## config.mk

```make
export PLATFORM = sky130hd
export DESIGN_NAME = rf_writeback_buffer
export DESIGN_NICKNAME = d
export VERILOG_FILES = /design/src/rtl/rf_pkg.sv /design/src/rtl/wb_age_match.sv /design/src/rtl/rf_writeback_buffer.sv
export SDC_FILE = /design/constraint.sdc
export NUM_CORES = 1
export LEC_CHECK = 0
export ABC_CLOCK_PERIOD_IN_PS = 4300
export CAP_MARGIN = 20
export CORE_ASPECT_RATIO = 1.5
export CORE_MARGIN = 2
export CORE_UTILIZATION = 49
export CTS_CLUSTER_DIAMETER = 200
export CTS_CLUSTER_SIZE = 30
export DETAILED_ROUTE_END_ITERATION = 10
export GPL_ROUTABILITY_DRIVEN = 0
export GPL_TIMING_DRIVEN = 0
export PLACE_DENSITY = 0.88
export SLEW_MARGIN = 20
export SYNTH_ARGS = -nofsm -noshare
export SYNTH_HDL_FRONTEND = slang
export SYNTH_SLANG_ARGS = --single-unit
```

## constraint.sdc

```tcl
create_clock -name clk -period 4.3 [get_ports clk]
set_input_delay 0.645 -clock clk [delete_from_list [all_inputs] [get_ports clk]]
set_output_delay 0.645 -clock clk [all_outputs]
set_load 0.02 [all_outputs]
```

## src/rtl/rf_pkg.sv

```systemverilog
// Shared types for the register-file write-back buffer.
// Entry layout and pointer sizing used by the queue and its match logic.
package rf_pkg;

  localparam int WB_DATA_W = 16;
  localparam int WB_ADDR_W = 5;

  typedef struct packed {
    logic [WB_ADDR_W-1:0] addr;
    logic [WB_DATA_W-1:0] data;
  } wb_entry_t;

  function automatic int ptr_w(input int depth);
    return (depth > 1) ? $clog2(depth) : 1;
  endfunction

endpackage

```

## src/rtl/wb_age_match.sv

```systemverilog
// Youngest-match lookup over the pending write-back queue.
// Walks oldest to youngest from the head so the last hit wins.
module wb_age_match
  import rf_pkg::*;
#(
  parameter  int DEPTH = 4,
  localparam int PW    = ptr_w(DEPTH)
) (
  input  wb_entry_t              ent [DEPTH],
  input  logic [DEPTH-1:0]       vld,
  input  logic [PW-1:0]          head,
  input  logic [WB_ADDR_W-1:0]   addr,
  output logic                   hit,
  output logic [WB_DATA_W-1:0]   data
);

  logic [PW-1:0] idx;

  always_comb begin
    hit  = 1'b0;
    data = '0;
    idx  = head;
    for (int i = 0; i < DEPTH; i++) begin
      idx = head + PW'(i);
      if (vld[idx] && ent[idx].addr == addr) begin
        hit  = 1'b1;
        data = ent[idx].data;
      end
    end
  end

endmodule

```

## src/rtl/rf_writeback_buffer.sv

```systemverilog
// In-order write-back queue in front of the register file, with read bypass.
// Define WB_BYPASS_EN to forward pending data; otherwise producers stall on hazards.
module rf_writeback_buffer
  import rf_pkg::*;
#(
  parameter  int DATA_W = WB_DATA_W,
  parameter  int ADDR_W = WB_ADDR_W,
  parameter  int DEPTH  = 4,
  localparam int PW     = ptr_w(DEPTH),
  localparam int CW     = $clog2(DEPTH + 1)
) (
  input  logic              clk,
  input  logic              rst,
  input  logic              in_valid,
  output logic              in_ready,
  input  logic [ADDR_W-1:0] in_addr,
  input  logic [DATA_W-1:0] in_data,
  input  logic              rf_stall,
  output logic              rf_we,
  output logic [ADDR_W-1:0] rf_waddr,
  output logic [DATA_W-1:0] rf_wdata,
  input  logic [ADDR_W-1:0] rd_addr1,
  output logic              byp_hit1,
  output logic [DATA_W-1:0] byp_data1,
  input  logic [ADDR_W-1:0] rd_addr2,
  output logic              byp_hit2,
  output logic [DATA_W-1:0] byp_data2,
  output logic [CW-1:0]     count
);

  wb_entry_t        mem_q [DEPTH];
  wb_entry_t        mem_d [DEPTH];
  logic [DEPTH-1:0] vld_q, vld_d;
  logic [PW-1:0]    wr_q, wr_d;
  logic [PW-1:0]    rd_q, rd_d;
  logic [CW-1:0]    cnt_q, cnt_d;

  logic              push, pop;
  logic              nempty, full;
  logic              hit1, hit2;
  logic [DATA_W-1:0] mdata1, mdata2;

  wb_age_match #(.DEPTH(DEPTH)) u_match1 (
    .ent  (mem_q),
    .vld  (vld_q),
    .head (rd_q),
    .addr (rd_addr1),
    .hit  (hit1),
    .data (mdata1)
  );

  wb_age_match #(.DEPTH(DEPTH)) u_match2 (
    .ent  (mem_q),
    .vld  (vld_q),
    .head (rd_q),
    .addr (rd_addr2),
    .hit  (hit2),
    .data (mdata2)
  );

  always_comb begin
    nempty = (cnt_q != '0);
    full   = (cnt_q == CW'(DEPTH));
`ifdef WB_BYPASS_EN
    in_ready = ~full;
`else
    in_ready = ~full & ~hit1 & ~hit2;
`endif
    push     = in_valid & in_ready;
    pop      = nempty & ~rf_stall;
    rf_we    = pop;
    rf_waddr = nempty ? mem_q[rd_q].addr : '0;
    rf_wdata = nempty ? mem_q[rd_q].data : '0;
    count    = cnt_q;

    mem_d = mem_q;
    vld_d = vld_q;
    wr_d  = wr_q;
    rd_d  = rd_q;
    cnt_d = cnt_q;

    if (pop) begin
      vld_d[rd_q] = 1'b0;
      rd_d        = rd_q + PW'(1);
    end
    if (push) begin
      mem_d[wr_q] = '{addr: in_addr, data: in_data};
      vld_d[wr_q] = 1'b1;
      wr_d        = wr_q + PW'(1);
    end

    unique case ({push, pop})
      2'b10:   cnt_d = cnt_q + CW'(1);
      2'b01:   cnt_d = cnt_q - CW'(1);
      default: cnt_d = cnt_q;
    endcase
  end

`ifdef WB_BYPASS_EN
  always_comb begin
    byp_hit1  = hit1;
    byp_data1 = mdata1;
    byp_hit2  = hit2;
    byp_data2 = mdata2;
  end
`else
  logic unused_mdata;
  assign unused_mdata = ^{mdata1, mdata2};

  always_comb begin
    byp_hit1  = 1'b0;
    byp_data1 = '0;
    byp_hit2  = 1'b0;
    byp_data2 = '0;
  end
`endif

  always_ff @(posedge clk) begin
    if (rst) begin
      mem_q <= '{default: '0};
      vld_q <= '0;
      wr_q  <= '0;
      rd_q  <= '0;
      cnt_q <= '0;
    end else begin
      mem_q <= mem_d;
      vld_q <= vld_d;
      wr_q  <= wr_d;
      rd_q  <= rd_d;
      cnt_q <= cnt_d;
    end
  end

endmodule
```

==> flow_summary.toml, run 1 <==
[yosys]
netlist_area_um2 = 5858
synth_area_leaders = "dfxtp_1 32%, mux2i_1 14%, mux4_2 13%"
synth_cell_types = 37
synthCells = 535
synth_top_flop_cell = "dfxtp_1"
yosysWarningCount = 0
synth.top_cell.area_share = 0.3246
synth_top_cell_by_area = "dfxtp_1"
ys_seq_area_frac = 0.3246
postSynth.asyncResetShare = 0
synth_edf_count = 0
ys_ff_latch = 95
syn-mean-instance-area_um2 = 10.95

[power]
p_leak_nw = 3.041
vdd_ir_drop_max_uv = 380.3
power_density_nw_per_um2 = 468.6
power_mw = 3.408

[place]
placed_area_um2 = 6758
io_buffers = 58
hpwl_mm = 10.73

[floorplanning]
start_util = 0.5054
dieArea_um2 = 12860
num_rows = 48
coreArea_um2 = 11590
boundaryPins = 95
die_y_um = 137.9
die_w_um = 93.28

[cells_and_area]
final_layout_size_suffix_gt1_frac = 0.1991
final_common_cell = "nand2b_1"
diodes = 0
syn_to_final_growth_pct = 24.13
design_area_um2 = 7272
nets = 688
final_cell_mix = "105 x nand2b_1, 93 x dfxtp_1, 84 x mux2i_1"

[timing]
slew_viol_final = 0
fin_crit_sh = 0.9661
worst_pin_slew_ns = 0.7175
hold_violations = 0
max_freq_ghz = 0.2407
finClkSkew_ns = 0.005381
relSlewSlack = 0.5180
finalSetupViolCount = 0
period_minus_slack_ns = 4.154

[critical_path]
worstPathArrival_ns = 4.37
worst_path_largest_cell_delay_ns = 0.38
crit_path_frequent_cell = "buf_12"
path_max_fanout = 10
critPathKind = "reg2reg"
required_ns = 4.52
cp-start-kind = "register"
slowest_stage = "fa_1"
cp_cell_sequence = "buf_8, buf_12, buf_12, buf_12, inv_1, ha_4, buf_8, mux4_2, xor2_2, nor4_2, and3_1, a2111oi_4, buf_6, nand3_1, ha_2, inv_1, fa_1, xor2_1, o21ai_0, a21oi_1"
crit_path_end_kind = "register"

[run]
drv_cap = 0

[drt]
antenna_left = 0
vias = 4363
first_pass_iters = 5
routed_wl_mm = 14.52
drtIter0Drc = 193
routedWlPerCell_um = 18.20
avgViaCountPerCell = 5.467
route.detailed.drc = 0

[outcome]
status = "finished clean"

[clocking]
clk_path_buf_depth = 2
clockRootBuffer = "clkbuf_16"
postCtsHoldBufs = 0
clk_pin_slew_worst_paths_ns = 0.06
clk-insertion-delay-late_ns = 0.35
cts_tree = "built"
cts_sinks = 95
htree_levels = 3
tritoncts.num_buffers = 9

[global_routing]
grt_overflow_total = 0
first_global_vias = 4589
grt.total_usage = 0.2330
antenna_found_initial = 0
grt_first_pass_wirelength_mm = 22.65
grt_start_max_net_pins = 20

[hold_path]
min_path_type = "reg2reg"
-- cells by family (layout without fill, tap and decap cells) --
kind of cell,count (synthesis),in the layout,synth area share
AOI/OAI and AO/OA,15,15,0.01837
xor gates and xnor gates,43,43,0.06429
adders and majority gates,10,10,0.02264
buffers and inverters,77,157,0.08736
DFF,95,95,0.3246
muxes,125,125,0.3031
other,1,34,0.0006401
and+or+nand+nor,169,169,0.1790
-- registers in the layout (all words and copies together) (netlist names) --
name / cells
count: 3
mem_q: 84
rd_q: 2
vld_q: 4
wr_q: 2
-- final timing paths --
check	start	endpoint	slack, ns	cells past startpoint
worst max-delay path	rd_q[0]	count[2]	0.15	20
worst min-delay path	mem_q[42]	mem_q[42]	0.47	2
worst max register to register	rd_q[0]	count[2]	0.15	20
worst min register to register	mem_q[42]	mem_q[42]	0.47	2
-- Yosys cell counts (all sizes together), types with 9 or more instances --
cell type and n:
mux4 40, ha 9, nand2 12, xor2 19, clkbuf 15, mux2i 84, xnor2 24, buf 55
nand2b 105, dfxtp 95, nor2b 21
-- metrics by stage --
step	instances	utilization	setup slack, ns	hold slack, ns	setup TNS [ns]
finish	798	0.6274	0.1458	0.4677	0
global route	798	0.6274	-0.01622	0.4858	-0.01622
CTS	793	0.6207	0.02178	0.4703	0
detailed placement	776	0.5830	-0.8043	0.4616	-4.518
global placement	776	0.5830	-0.7069	0.4551	-2.058
floorplan	568	-	0.04366	0.4455	0
-- what timing repair did --
item | CTS | global route
buffers inserted | 3 | 6
setup endpoints to repair | 74 | 3
gates resized for setup | 18 | 10
pin swaps | 3 | 3
-- critical path: cells and delay by family, from the launching register on --
family / cells / cell delay (ns)
simple gates: 3 / 0.66
compound gates: 3 / 0.45
mux: 1 / 0.37
buf+inv: 8 / 0.94
fa+ha+maj: 3 / 0.88
flops: 1 / 0.37
xor+xnor: 2 / 0.35
-- power by group --
group,internal (mW),switching (mW),total [mW]
Combinational,0.688,0.726,1.41
Clock,0.600,0.335,0.935
Sequential,0.979,0.0802,1.06
-- per-layer routing --
metal  wire [um]  global-route usage
met5           0                   0
met4         656              0.1356
met3         765             0.04837
met2        7953              0.4408
met1        5148              0.2311
-- cell type report --
| cell class | instances | area, um^2 |
|---|---|---|
| fillers | 892 | 4319 |
| multi-input cells | 396 | 3621 |
| flip-flops and latches | 95 | 1907 |
| repair buffers | 67 | 649.4 |
| plain buffers | 67 | 524.3 |
| clock buffers | 11 | 252.7 |
| well taps | 150 | 187.7 |
| clock inverters | 5 | 103.9 |
| inverters | 7 | 26.28 |
Note: power is estimated with default switching activity, not from simulation.
==> inputs of run 2 (changes only) <==
--- a/config.mk
+++ b/config.mk
@@ -5,18 +5,18 @@
 export SDC_FILE = /design/constraint.sdc
 export NUM_CORES = 1
 export LEC_CHECK = 0
+export ABC_AREA = 1
 export ABC_CLOCK_PERIOD_IN_PS = 4300
-export CAP_MARGIN = 20
+export CAP_MARGIN = 25
 export CORE_ASPECT_RATIO = 1.5
 export CORE_MARGIN = 2
-export CORE_UTILIZATION = 49
+export CORE_UTILIZATION = 50
 export CTS_CLUSTER_DIAMETER = 200
 export CTS_CLUSTER_SIZE = 30
 export DETAILED_ROUTE_END_ITERATION = 10
 export GPL_ROUTABILITY_DRIVEN = 0
 export GPL_TIMING_DRIVEN = 0
 export PLACE_DENSITY = 0.88
-export SLEW_MARGIN = 20
 export SYNTH_ARGS = -nofsm -noshare
 export SYNTH_HDL_FRONTEND = slang
 export SYNTH_SLANG_ARGS = --single-unit
==> flow_summary.toml, run 2 <==
[drt]
routedWlPerCell_um = 14.26
vias = 7387
route.detailed.drc = 0
routed_wl_mm = 20.08
drtIter0Drc = 645
antenna_left = 0
first_pass_iters = 6
avgViaCountPerCell = 5.246

[global_routing]
grt_first_pass_wirelength_mm = 32.45
grt_start_max_net_pins = 21
grt_overflow_total = 0
first_global_vias = 7019
grt.total_usage = 0.2783
antenna_found_initial = 0

[yosys]
synth_edf_count = 0
synth_area_leaders = "dfxtp_1 29%, nand2_1 19%, inv_1 12%"
yosysWarningCount = 0
synth_top_cell_by_area = "dfxtp_1"
synth.most_common_cell = "nand2_1"
syn-mean-instance-area_um2 = 5.819
synth_cell_types = 26
postSynth.asyncResetShare = 0
ys_ff_latch = 95
synth_top_flop_cell = "dfxtp_1"
ys_seq_area_frac = 0.2859
synth.top_cell.area_share = 0.2859
netlist_area_um2 = 6651
synth.cells.most_frequent = "331 x nand2_1, 207 x inv_1, 115 x nor2_1"
synthCells = 1143

[timing]
rsz0062_at_grt = "false"
period_minus_slack_ns = 4.035
slew_viol_final = 0
finClkSkew_ns = 0.006311
whs_ns = 0.4680
hold_violations = 0
relSlewSlack = 0.4305
finalSetupViolCount = 0
worst_pin_slew_ns = 0.8511
fin_crit_sh = 0.9385
max_freq_ghz = 0.2478

[power]
power_frac_seq = 0.241
vdd_ir_drop_max_uv = 375.8
swShare = 0.4816
p_int_mw = 2.544
p_leak_nw = 3.961
power.share.clock = 0.166
combPwrFrac = 0.593
power.switching_mw = 2.364
power_density_nw_per_um2 = 623.4

[clocking]
clk-insertion-delay-late_ns = 0.35
postCtsHoldBufs = 0
tritoncts.num_buffers = 9
clockRootBuffer = "clkbuf_16"
htree_levels = 3
cts_tree = "built"
clk_path_buf_depth = 2
clk_pin_slew_worst_paths_ns = 0.06
cts_sinks = 95

[critical_path]
reg2reg_slack_ns = 0.38
cp-start-kind = "register"
path_max_fanout = 20
worstPathArrival_ns = 3.39
r2r-start = "rd_q[1]"
required_ns = 3.65
worstReg2RegEnd = "count[2]"
crit_path_end_kind = "output pin"
reg2reg_depth = 24
critPathKind = "reg2out"

[cells_and_area]
largest_reg_flops = 84
layout.cells.non_filler = 1408
final_cell_mix = "331 x nand2_1, 206 x inv_1, 115 x nor2_1"
design_area_um2 = 7874
regMostFlops = "mem_q"
post-route-util = 0.6049
final_layout_size_suffix_gt1_frac = 0.07206
syn_to_final_growth_pct = 18.38
final_common_cell = "nand2_1"
diodes = 0
nets = 1290

[hold_path]
min_path_type = "reg2reg"
hp-start = "vld_q[0]"
hold_depth = 2
whs_endpoint = "vld_q[0]"

[floorplanning]
dieArea_um2 = 14260
die_w_um = 98.17
coreArea_um2 = 13020
die_y_um = 145.3
num_rows = 51
boundaryPins = 95
start_util = 0.5110

[place]
dp_cells = 1394
io_buffers = 59
placed_area_um2 = 7565
hpwl_mm = 14.67

[outcome]
status = "finished clean"

[run]
drv_cap = 0
## run 2: cell types whose count changed after synthesis, moves of 66 or more
cell and delta:
inv_1 +200, nand3_1 +66, nand4_1 +78, nand2_1 +319
nand2b_1 -105, mux2i_1 -84, nor2_1 +108
## run 2: area by class of cell
type	count	area (um^2)
clock buffer	11	252.7
clock inverter	4	45.04
tap	159	198.9
fill	1243	5144
multi-input combinational	771	3503
buffer	98	578.1
sequential	95	1903
timing repair buffer	60	598.1
inverter	210	794.5
## run 2: cells by family (layout without fill, tap and decap cells)
| group | Yosys count | after routing | share of synthesized area |
|---|---|---|---|
| AO/OA/AOI/OAI | 113 | 113 | 0.08503 |
| XOR/XNOR | 3 | 3 | 0.003951 |
| adder cells (fa/ha/maj) | 10 | 10 | 0.01994 |
| buffers and inverters | 310 | 383 | 0.2060 |
| flip-flops | 95 | 95 | 0.2859 |
| other | 1 | 34 | 0.0005638 |
| AND/OR/NAND/NOR | 611 | 611 | 0.3986 |
## run 2: power by group through the flow
stage               Clock [mW]  Sequential (mW)  Combinational (mW)
floorplan                    0             1.18                1.98
global placement             0             1.19                2.78
detailed placement           0             1.20                2.83
CTS                      0.812             1.18                2.86
global route             0.843             1.20                3.22
finish                   0.813             1.18                2.91
## run 2: worst max-delay path by stage
stage	start	end	slack [ns]	depth (start not counted)
after detailed placement	rd_q[1]	in_ready	-0.35	18
after floorplan	rd_q[1]	count[2]	0.65	26
final	rd_q[0]	in_ready	0.26	18
after global placement	rd_q[1]	in_ready	-0.34	18
after global routing	rd_q[0]	in_ready	0.02	18
after CTS	rd_q[1]	in_ready	0.08	17
## run 2: what timing repair did
item,CTS,global route
gates resized for setup,3,4
setup endpoints to repair,3,2
buffers inserted,1,0
## run 2: critical path: stages (launching register included)
cell and delay (ns):
dfxtp_1 0.36, buf_4 0.18, inv_4 0.07, buf_6 0.18, ha_1 0.37, inv_1 0.13
clkbuf_4 0.23, nand3_1 0.12, nand2_1 0.14, nand2_1 0.06, o21ai_1 0.07, nor2_1 0.06
nand2_1 0.07, nand2_1 0.05, nand2_1 0.06, nand2_2 0.09, nor2_8 0.19, clkbuf_4 0.26
clkdlybuf4s15_1 0.32
## run 2: layer usage
layer,GRT usage,share of wire,up-vias
met5,0,0,-
met4,0.2048,0.067,0
met3,0.04335,0.079,105
met2,0.4880,0.50,402
met1,0.2958,0.36,3203
li1,-,-,3677
## run 2: through the flow
stage	total power, mW	setup slack (ns)	setup TNS, ns
finish	4.908	0.2645	0
global route	5.263	0.02366	0
CTS	4.846	0.08318	0
detailed placement	4.025	-0.3541	-0.6225
global placement	3.968	-0.3351	-0.4814
floorplan	3.157	0.6522	0
